$ cat config.mk
export PLATFORM = sky130hd
export DESIGN_NAME = neuron_mac_flat
export DESIGN_NICKNAME = d
export VERILOG_FILES = /design/src/rtl/neuron_mac_if.sv /design/src/rtl/neuron_mac.sv /design/src/flat_wrapper.sv
export SDC_FILE = /design/constraint.sdc
export NUM_CORES = 1
export LEC_CHECK = 0
export ABC_CLOCK_PERIOD_IN_PS = 2600
export CORE_MARGIN = 5
export CORE_UTILIZATION = 40
export CTS_BUF_LIST = sky130_fd_sc_hd__clkbuf_8
export DETAILED_ROUTE_END_ITERATION = 12
export PLACE_DENSITY = 0.69
export SETUP_SLACK_MARGIN = 0.15
export SYNTH_ARGS = -nofsm -noshare
export SYNTH_HDL_FRONTEND = slang
export SYNTH_SLANG_ARGS = --single-unit
export TNS_END_PERCENT = 30
$ cat constraint.sdc
create_clock -name clk -period 2.6 [get_ports clk]
set_clock_uncertainty 0.15 [all_clocks]
set_input_delay 0.26 -clock clk [delete_from_list [all_inputs] [get_ports clk]]
set_output_delay 0.26 -clock clk [all_outputs]
set_load 0.02 [all_outputs]
$ cat src/rtl/neuron_mac_if.sv
// Stream bundle for neuron_mac: (x, w, bias) beat input and saturated 8-bit result output.
interface neuron_mac_if;
   logic       in_valid;
   logic       in_ready;
   logic [7:0] x;
   logic [7:0] w;
   logic [7:0] bias;
   logic       out_valid;
   logic       out_ready;
   logic [7:0] out_data;
   logic       out_sat;

   modport master (
      output in_valid, x, w, bias, out_ready,
      input  in_ready, out_valid, out_data, out_sat
   );

   modport slave (
      input  in_valid, x, w, bias, out_ready,
      output in_ready, out_valid, out_data, out_sat
   );
endinterface

$ cat src/rtl/neuron_mac.sv
// Serial multiply-accumulate of N_INPUTS (x, w) beats, plus bias, saturated to 8 bits.
//
// state  | meaning
// IDLE   | waiting for the first beat; first beat loads acc and samples bias
// ACC    | accumulating the remaining beats
// BIAS   | one cycle: add bias, saturate, register the result
// OUT    | result held on the output until out_ready
module neuron_mac #(
   parameter int N_INPUTS = 4,
   parameter int ACC_W    = 20
) (
   input  logic         clk,
   input  logic         rst_n,
   neuron_mac_if.slave  bus,
   output logic         busy
);

   typedef enum logic [1:0] {
      S_IDLE,
      S_ACC,
      S_BIAS,
      S_OUT
   } state_t;

   localparam logic [7:0] LAST_CNT = 8'(N_INPUTS - 1);

   state_t             state;
   state_t             state_nxt;
   logic [ACC_W-1:0]   acc;
   logic [ACC_W-1:0]   total;
   logic [15:0]        prod;
   logic [7:0]         bias_q;
   logic [7:0]         cnt;
   logic               in_rdy;
   logic               beat;
   logic               out_valid_q;
   logic [7:0]         out_data_q;
   logic               out_sat_q;

   // in_ready depends on state and reset only, never on in_valid
   assign in_rdy = rst_n && ((state == S_IDLE) || (state == S_ACC));
   assign beat   = bus.in_valid && in_rdy;
   assign prod   = {8'd0, bus.x} * {8'd0, bus.w};
   assign total  = acc + ACC_W'(bias_q);

   assign bus.in_ready  = in_rdy;
   assign bus.out_valid = out_valid_q;
   assign bus.out_data  = out_data_q;
   assign bus.out_sat   = out_sat_q;
   assign busy          = (state != S_IDLE);

   always_ff @(posedge clk or negedge rst_n) begin
      if (!rst_n) begin
         state <= S_IDLE;
      end else begin
         state <= state_nxt;
      end
   end

   always_comb begin
      state_nxt = state;
      case (state)
         S_IDLE: begin
            if (beat) begin
               state_nxt = (N_INPUTS == 1) ? S_BIAS : S_ACC;
            end
         end
         S_ACC: begin
            if (beat && (cnt == LAST_CNT)) begin
               state_nxt = S_BIAS;
            end
         end
         S_BIAS: begin
            state_nxt = S_OUT;
         end
         S_OUT: begin
            if (bus.out_ready) begin
               state_nxt = S_IDLE;
            end
         end
         default: begin
            state_nxt = S_IDLE;
         end
      endcase
   end

   always_ff @(posedge clk or negedge rst_n) begin
      if (!rst_n) begin
         acc         <= '0;
         cnt         <= '0;
         bias_q      <= '0;
         out_valid_q <= 1'b0;
         out_data_q  <= '0;
         out_sat_q   <= 1'b0;
      end else begin
         case (state)
            S_IDLE: begin
               if (beat) begin
                  acc    <= ACC_W'(prod);
                  bias_q <= bus.bias;
                  cnt    <= 8'd1;
               end
            end
            S_ACC: begin
               if (beat) begin
                  acc <= acc + ACC_W'(prod);
                  cnt <= cnt + 8'd1;
               end
            end
            S_BIAS: begin
               out_data_q  <= (total > ACC_W'(255)) ? 8'hFF : total[7:0];
               out_sat_q   <= (total > ACC_W'(255));
               out_valid_q <= 1'b1;
            end
            S_OUT: begin
               if (bus.out_ready) begin
                  out_valid_q <= 1'b0;
                  acc         <= '0;
                  cnt         <= '0;
               end
            end
            default: begin
            end
         endcase
      end
   end

endmodule
$ cat src/flat_wrapper.sv
// flat-port wrapper written by rule: the top's interface ports become plain ports
module neuron_mac_flat 
#(
   parameter int N_INPUTS = 4,
   parameter int ACC_W    = 20
)
  (clk, rst_n, busy, bus_in_valid, bus_x, bus_w, bus_bias, bus_out_ready, bus_in_ready, bus_out_valid, bus_out_data, bus_out_sat);
  neuron_mac_if bus_i ();
  input  logic clk;
  input  logic rst_n;
  output logic busy;
  input wire logic [$bits(bus_i.in_valid)-1:0] bus_in_valid;
  input wire logic [$bits(bus_i.x)-1:0] bus_x;
  input wire logic [$bits(bus_i.w)-1:0] bus_w;
  input wire logic [$bits(bus_i.bias)-1:0] bus_bias;
  input wire logic [$bits(bus_i.out_ready)-1:0] bus_out_ready;
  output wire logic [$bits(bus_i.in_ready)-1:0] bus_in_ready;
  output wire logic [$bits(bus_i.out_valid)-1:0] bus_out_valid;
  output wire logic [$bits(bus_i.out_data)-1:0] bus_out_data;
  output wire logic [$bits(bus_i.out_sat)-1:0] bus_out_sat;
  assign bus_i.in_valid = bus_in_valid;
  assign bus_i.x = bus_x;
  assign bus_i.w = bus_w;
  assign bus_i.bias = bus_bias;
  assign bus_i.out_ready = bus_out_ready;
  assign bus_in_ready = bus_i.in_ready;
  assign bus_out_valid = bus_i.out_valid;
  assign bus_out_data = bus_i.out_data;
  assign bus_out_sat = bus_i.out_sat;
  neuron_mac #(.N_INPUTS(N_INPUTS), .ACC_W(ACC_W)) u_core (.clk(clk), .rst_n(rst_n), .bus(bus_i), .busy(busy));
endmodule
## Word level (Yosys, flattened, before mapping)

Index checks and enable logic that the tools add are counted.

- Word-level logic and storage cells: 47
- Register bits: 48
- Input bits: 28
- Output and inout bits: 12

- Reductions and logical operators: 12
- $mul: 1
- Equality and inequality tests: 8
- Mux-type cells: 15
- $add $sub $neg: 3
- Magnitude comparators: 1

Operator list:

| cell | count |
|---|---|
| $mux W20 | 3 |
| $pmux W20 S3 | 1 |
| $mux W8 | 4 |
| $pmux W8 S3 | 1 |
| $add A20 B16 Y20 | 1 |
| $add A20 B8 Y20 | 1 |
| $gt A20 B8 Y1 const B | 1 |
| $mul A8 B8 Y16 | 1 |
| $add A8 B1 Y8 const B | 1 |
| $eq A8 B2 Y1 const B | 1 |
| $pmux W2 S4 | 1 |
| $mux W2 | 3 |
| $eq A2 B2 Y1 const B | 2 |
| $ne A2 B1 Y1 const B | 2 |
| $ne A2 B2 Y1 const B | 2 |
| $reduce_and A2 Y1 | 2 |
| $reduce_and A4 Y1 | 1 |
| $reduce_bool A2 Y1 | 2 |
| $logic_and A1 B1 Y1 | 3 |
| $reduce_and A3 Y1 | 1 |
| $reduce_bool A3 Y1 | 1 |
| $eq A2 B1 Y1 const B | 1 |
| $logic_not A2 Y1 | 1 |
| $pmux W1 S2 | 1 |
| other kinds (2) | 2 |

## Logic depth before layout (Yosys ltp)

- Word-level depth: 7
- Depth in mapped cells: 23
- Gate-level depth less buffers: 23

## Least setup slack after synthesis

Ideal clock, no wire load.

- Kind: input to register
- From: in bus_x[0]
- To: reg u_core.acc[19]
- Setup time: 66 ps
- Buffers on the path: 0
- Path slack: -3,108 ps
- Arrival time: 5,492 ps
- Stages on the path: 22
- Data required time: 2,384 ps
- Cells stage by stage: nand2_1 fa_1 fa_1 inv_1 fa_1 inv_1 fa_1 inv_1 ha_1 a21o_1 a221oi_1 o21bai_1 a21oi_1 xnor2_1 ha_1 and4_1 o221ai_1 a21oi_1 o21bai_1 or4_1 nand2_1 a22o_1

- Word-level cells in the longest chain between the ends: 4

RTL lines:

| element | line | text |
|---|---|---|
| start, declared | flat_wrapper.sv:13 | `input wire logic [$bits(bus_i.x)-1:0] bus_x;` |
| $mul A8 B8 Y16 | neuron_mac.sv:43 | `assign prod = {8'd0, bus.x} * {8'd0, bus.w};` |
| $add A20 B16 Y20 | neuron_mac.sv:106 | `acc <= acc + ACC_W'(prod);` |
| $mux W20 | neuron_mac.sv:105 | `if (beat) begin` |
| $pmux W20 S3 | neuron_mac.sv:96 | `case (state)` |
| end signal, assigned | neuron_mac.sv:99 | `acc <= ACC_W'(prod);` |
| end signal, assigned | neuron_mac.sv:106 |  |
| end, declared | neuron_mac.sv:29 | `logic [ACC_W-1:0] acc;` |

No other way between the ends. The select of a mux whose other input is x is not followed.
A chain may end at the register's enable or synchronous reset.

## Final worst setup path

- From: in bus_x[4]
- To: reg u_core.acc[19]

The elaborated chain is that of the path after synthesis.

==> metrics.cfg <==
[setup_path]
crit_type = in -> reg
cp.required_ps = 2690
endpoint_kind = flip-flop
critPathMaxFanout = 5
worst_setup_path_start_kind = input port
crit_arrival_ps = 5340

[yosys]
synth-async-reset-ratio = 1.000
synth_top_area_frac = 0.2194
synth_fa_ha_area_frac = 0.2875
synth_top_family_by_area = adder cells
synth-simple-area-share = 0.1995
synthMuxAreaShare = 0.02422
synth_compound_area_frac = 0.1629
postSynthCellCount = 613
synthFlopType = dfrtp_1
synth_xor_area_frac = 0.05119
synth_fp_nets = 744
yosysUniqueCellTypes = 59
postSynthAreaPerCell_um2 = 8.932
netlist_area_um2 = 5475
yosysTopAreaCell = dfrtp_1
seq_area_frac_synth = 0.2194
synth_area_leaders = dfrtp_1, ha_1, fa_1
yosys_warnings = 0
synth_edf_count = 0
synth.ff_latch_count = 48

[die]
core_um2 = 13350
io_pins = 40
start_util = 0.4102
rows = 42
dieArea_um2 = 16130
die_h_um = 127.0
die_w_um = 127.0

[sta]
maxSlewViolCount = 0
timing.fmax_mhz = 190.7
setup_viol = 26
rsz0062_at_grt = yes
tightestPinTransition_ps = 778.7
post-route-min-period_ps = 5244
finalHoldViolCount = 0
setup_slack_ps = -2644
maxSlewHeadroom = 0.4803
min_period_over_period = 2.017
fin_tns_setup_ps = -35850

[placement]
portBuffers = 39
dp_cells = 919
place.gp.congestion = 0.9030
dpl.hpwl_um = 10630

[clock_network]
cts_buffers = 5
clk_pin_slew_ps = 90
clockBufferDepth = 2
htreeDepth = 2
cts_tree = built
cts_root_buf = clkbuf_8
insertion_delay_ps = 300
clock_sinks = 48

[global_route]
grtUsageTotal = 0.1746
grt.overflow.total = 0
grt_max_degree = 33
antenna_found_initial = 0
grt_pass1_wl_um = 24070
grt_pass1_vias = 5311

[routing]
drc = 0
via_per_inst = 5.247
drt_iter0_markers = 213
vias = 4985
ant_nets = 0
drtPass1Iterations = 4
routed_wl_um = 13830
wl_per_cell_um = 14.56

[min_path]
hp-class = in -> async

[layout]
area_growth_pct = 40.90
fin_nets = 904
fillers = 1168
final_common_cell = buf_4
multi_input_area_um2 = 4574
seqCellArea_um2 = 1201
stdcell_count = 950
antenna_cells = 0
drive_above_1_share = 0.3437
most-common-layout-cells = buf_4, inv_1, dfrtp_1, nor2_1, ha_1

[pwr]
ir_drop_mv = 0.7414
power_density_nw_per_um2 = 1485
leakage_nw = 3.643

[run]
maxCapViolations = 0

[status]
status = finished with violations
violations = setup timing

[synthesized netlist by cell type (13+ instances only)]
master / n
nor3_1: 14
inv_1: 63
a221oi_1: 13
nor2_1: 51
and2_1: 58
a21oi_1: 33
nand2_1: 38
nand3_1: 15
ha_1: 65
xnor2_1: 21
o21ai_0: 23
dfrtp_1: 48
a21o_1: 15
fa_1: 38
[flip-flops by register name, indices dropped and copies added (netlist names)]
signal                count
u_core.bus.out_valid      1
u_core.cnt                8
u_core.bus.out_sat        1
u_core.state              2
u_core.bias_q             8
u_core.bus.out_data       8
u_core.acc               20
[layout make-up]
cell class                 instances  area share
clock buffer                       6     0.01070
clock inverter                     2   0.0009731
inverter                          63     0.03065
multi-input combinational        489      0.5929
sequential                        48      0.1557
tap                              176     0.02854
timing repair buffer             166      0.1805
[path summary, 6_finish.rpt]
path	from	endpoint	slack [ps]	cells past startpoint
setup / recovery	bus_x[4]	u_core.acc[19]	-2640	24
hold / removal	rst_n	u_core.cnt[1]	320	3
setup reg to reg	u_core.bias_q[4]	u_core.bus.out_data[1]	-160	10
hold reg to reg	u_core.bus.out_sat	u_core.bus.out_sat	370	2
max in group asynchronous	rst_n	u_core.acc[13]	1570	3
min in group clk	u_core.bus.out_sat	u_core.bus.out_sat	370	2
[kinds of logic after synthesis]
| logic type | after synthesis |
|---|---|
| AND/OR/NAND/NOR | 212 |
| AO/OA/AOI/OAI | 130 |
| adder cells (fa/ha/maj) | 103 |
| buffers and inverters | 76 |
| flip-flops | 48 |
| XOR/XNOR | 32 |
| multiplexers | 12 |
[repair_timing]
action	CTS	global route
hold endpoints to repair	48	0
setup buffers	13	9
hold buffers	1	0
endpoints found under the setup margin	27	30
gates resized for setup	171	27
pin swaps	82	23
[per-layer routing]
metal | GRT usage | up-vias | share of wire
met5 | 0 | - | 0
met4 | 0.04479 | 0 | 0.015
met3 | 0.01962 | 21 | 0.036
met2 | 0.3213 | 101 | 0.53
met1 | 0.2174 | 2420 | 0.42
li1 | - | 2443 | -
[stage by stage]
stage                 util  hold WS, ps  instance area (um^2)  setup slack (ps)  power [mW]
global route        0.5780        340.8                  7715             -2837       12.47
detailed placement  0.5173        142.4                  6905             -3508       9.069
CTS                 0.5618        340.2                  7498             -2595       10.77
global placement    0.5173        126.3                  6905             -3396       8.718
finish              0.5780        322.7                  7715             -2644       11.46
floorplan                -       -185.6                  5585             -2621       6.233
[critical path: stages]
cell	delay [ps]
buf_8	110
buf_4	120
buf_4	130
and2_1	170
fa_1	510
inv_1	60
fa_1	540
inv_1	60
fa_1	470
ha_1	310
ha_1	310
and3_4	170
a221oi_4	250
o21ai_2	100
a21o_1	190
a21oi_2	160
xnor2_2	140
ha_2	230
or3_1	130
o21ai_2	70
o21bai_4	180
or4_1	470
nand2_1	90
a22o_1	110
[where the power goes]
group          total (mW)  switching, mW  internal (mW)
registers            1.32          0.306           1.02
clock network       0.447          0.238          0.209
logic                9.69           4.63           5.06
Power figures use the tool's default switching activity.
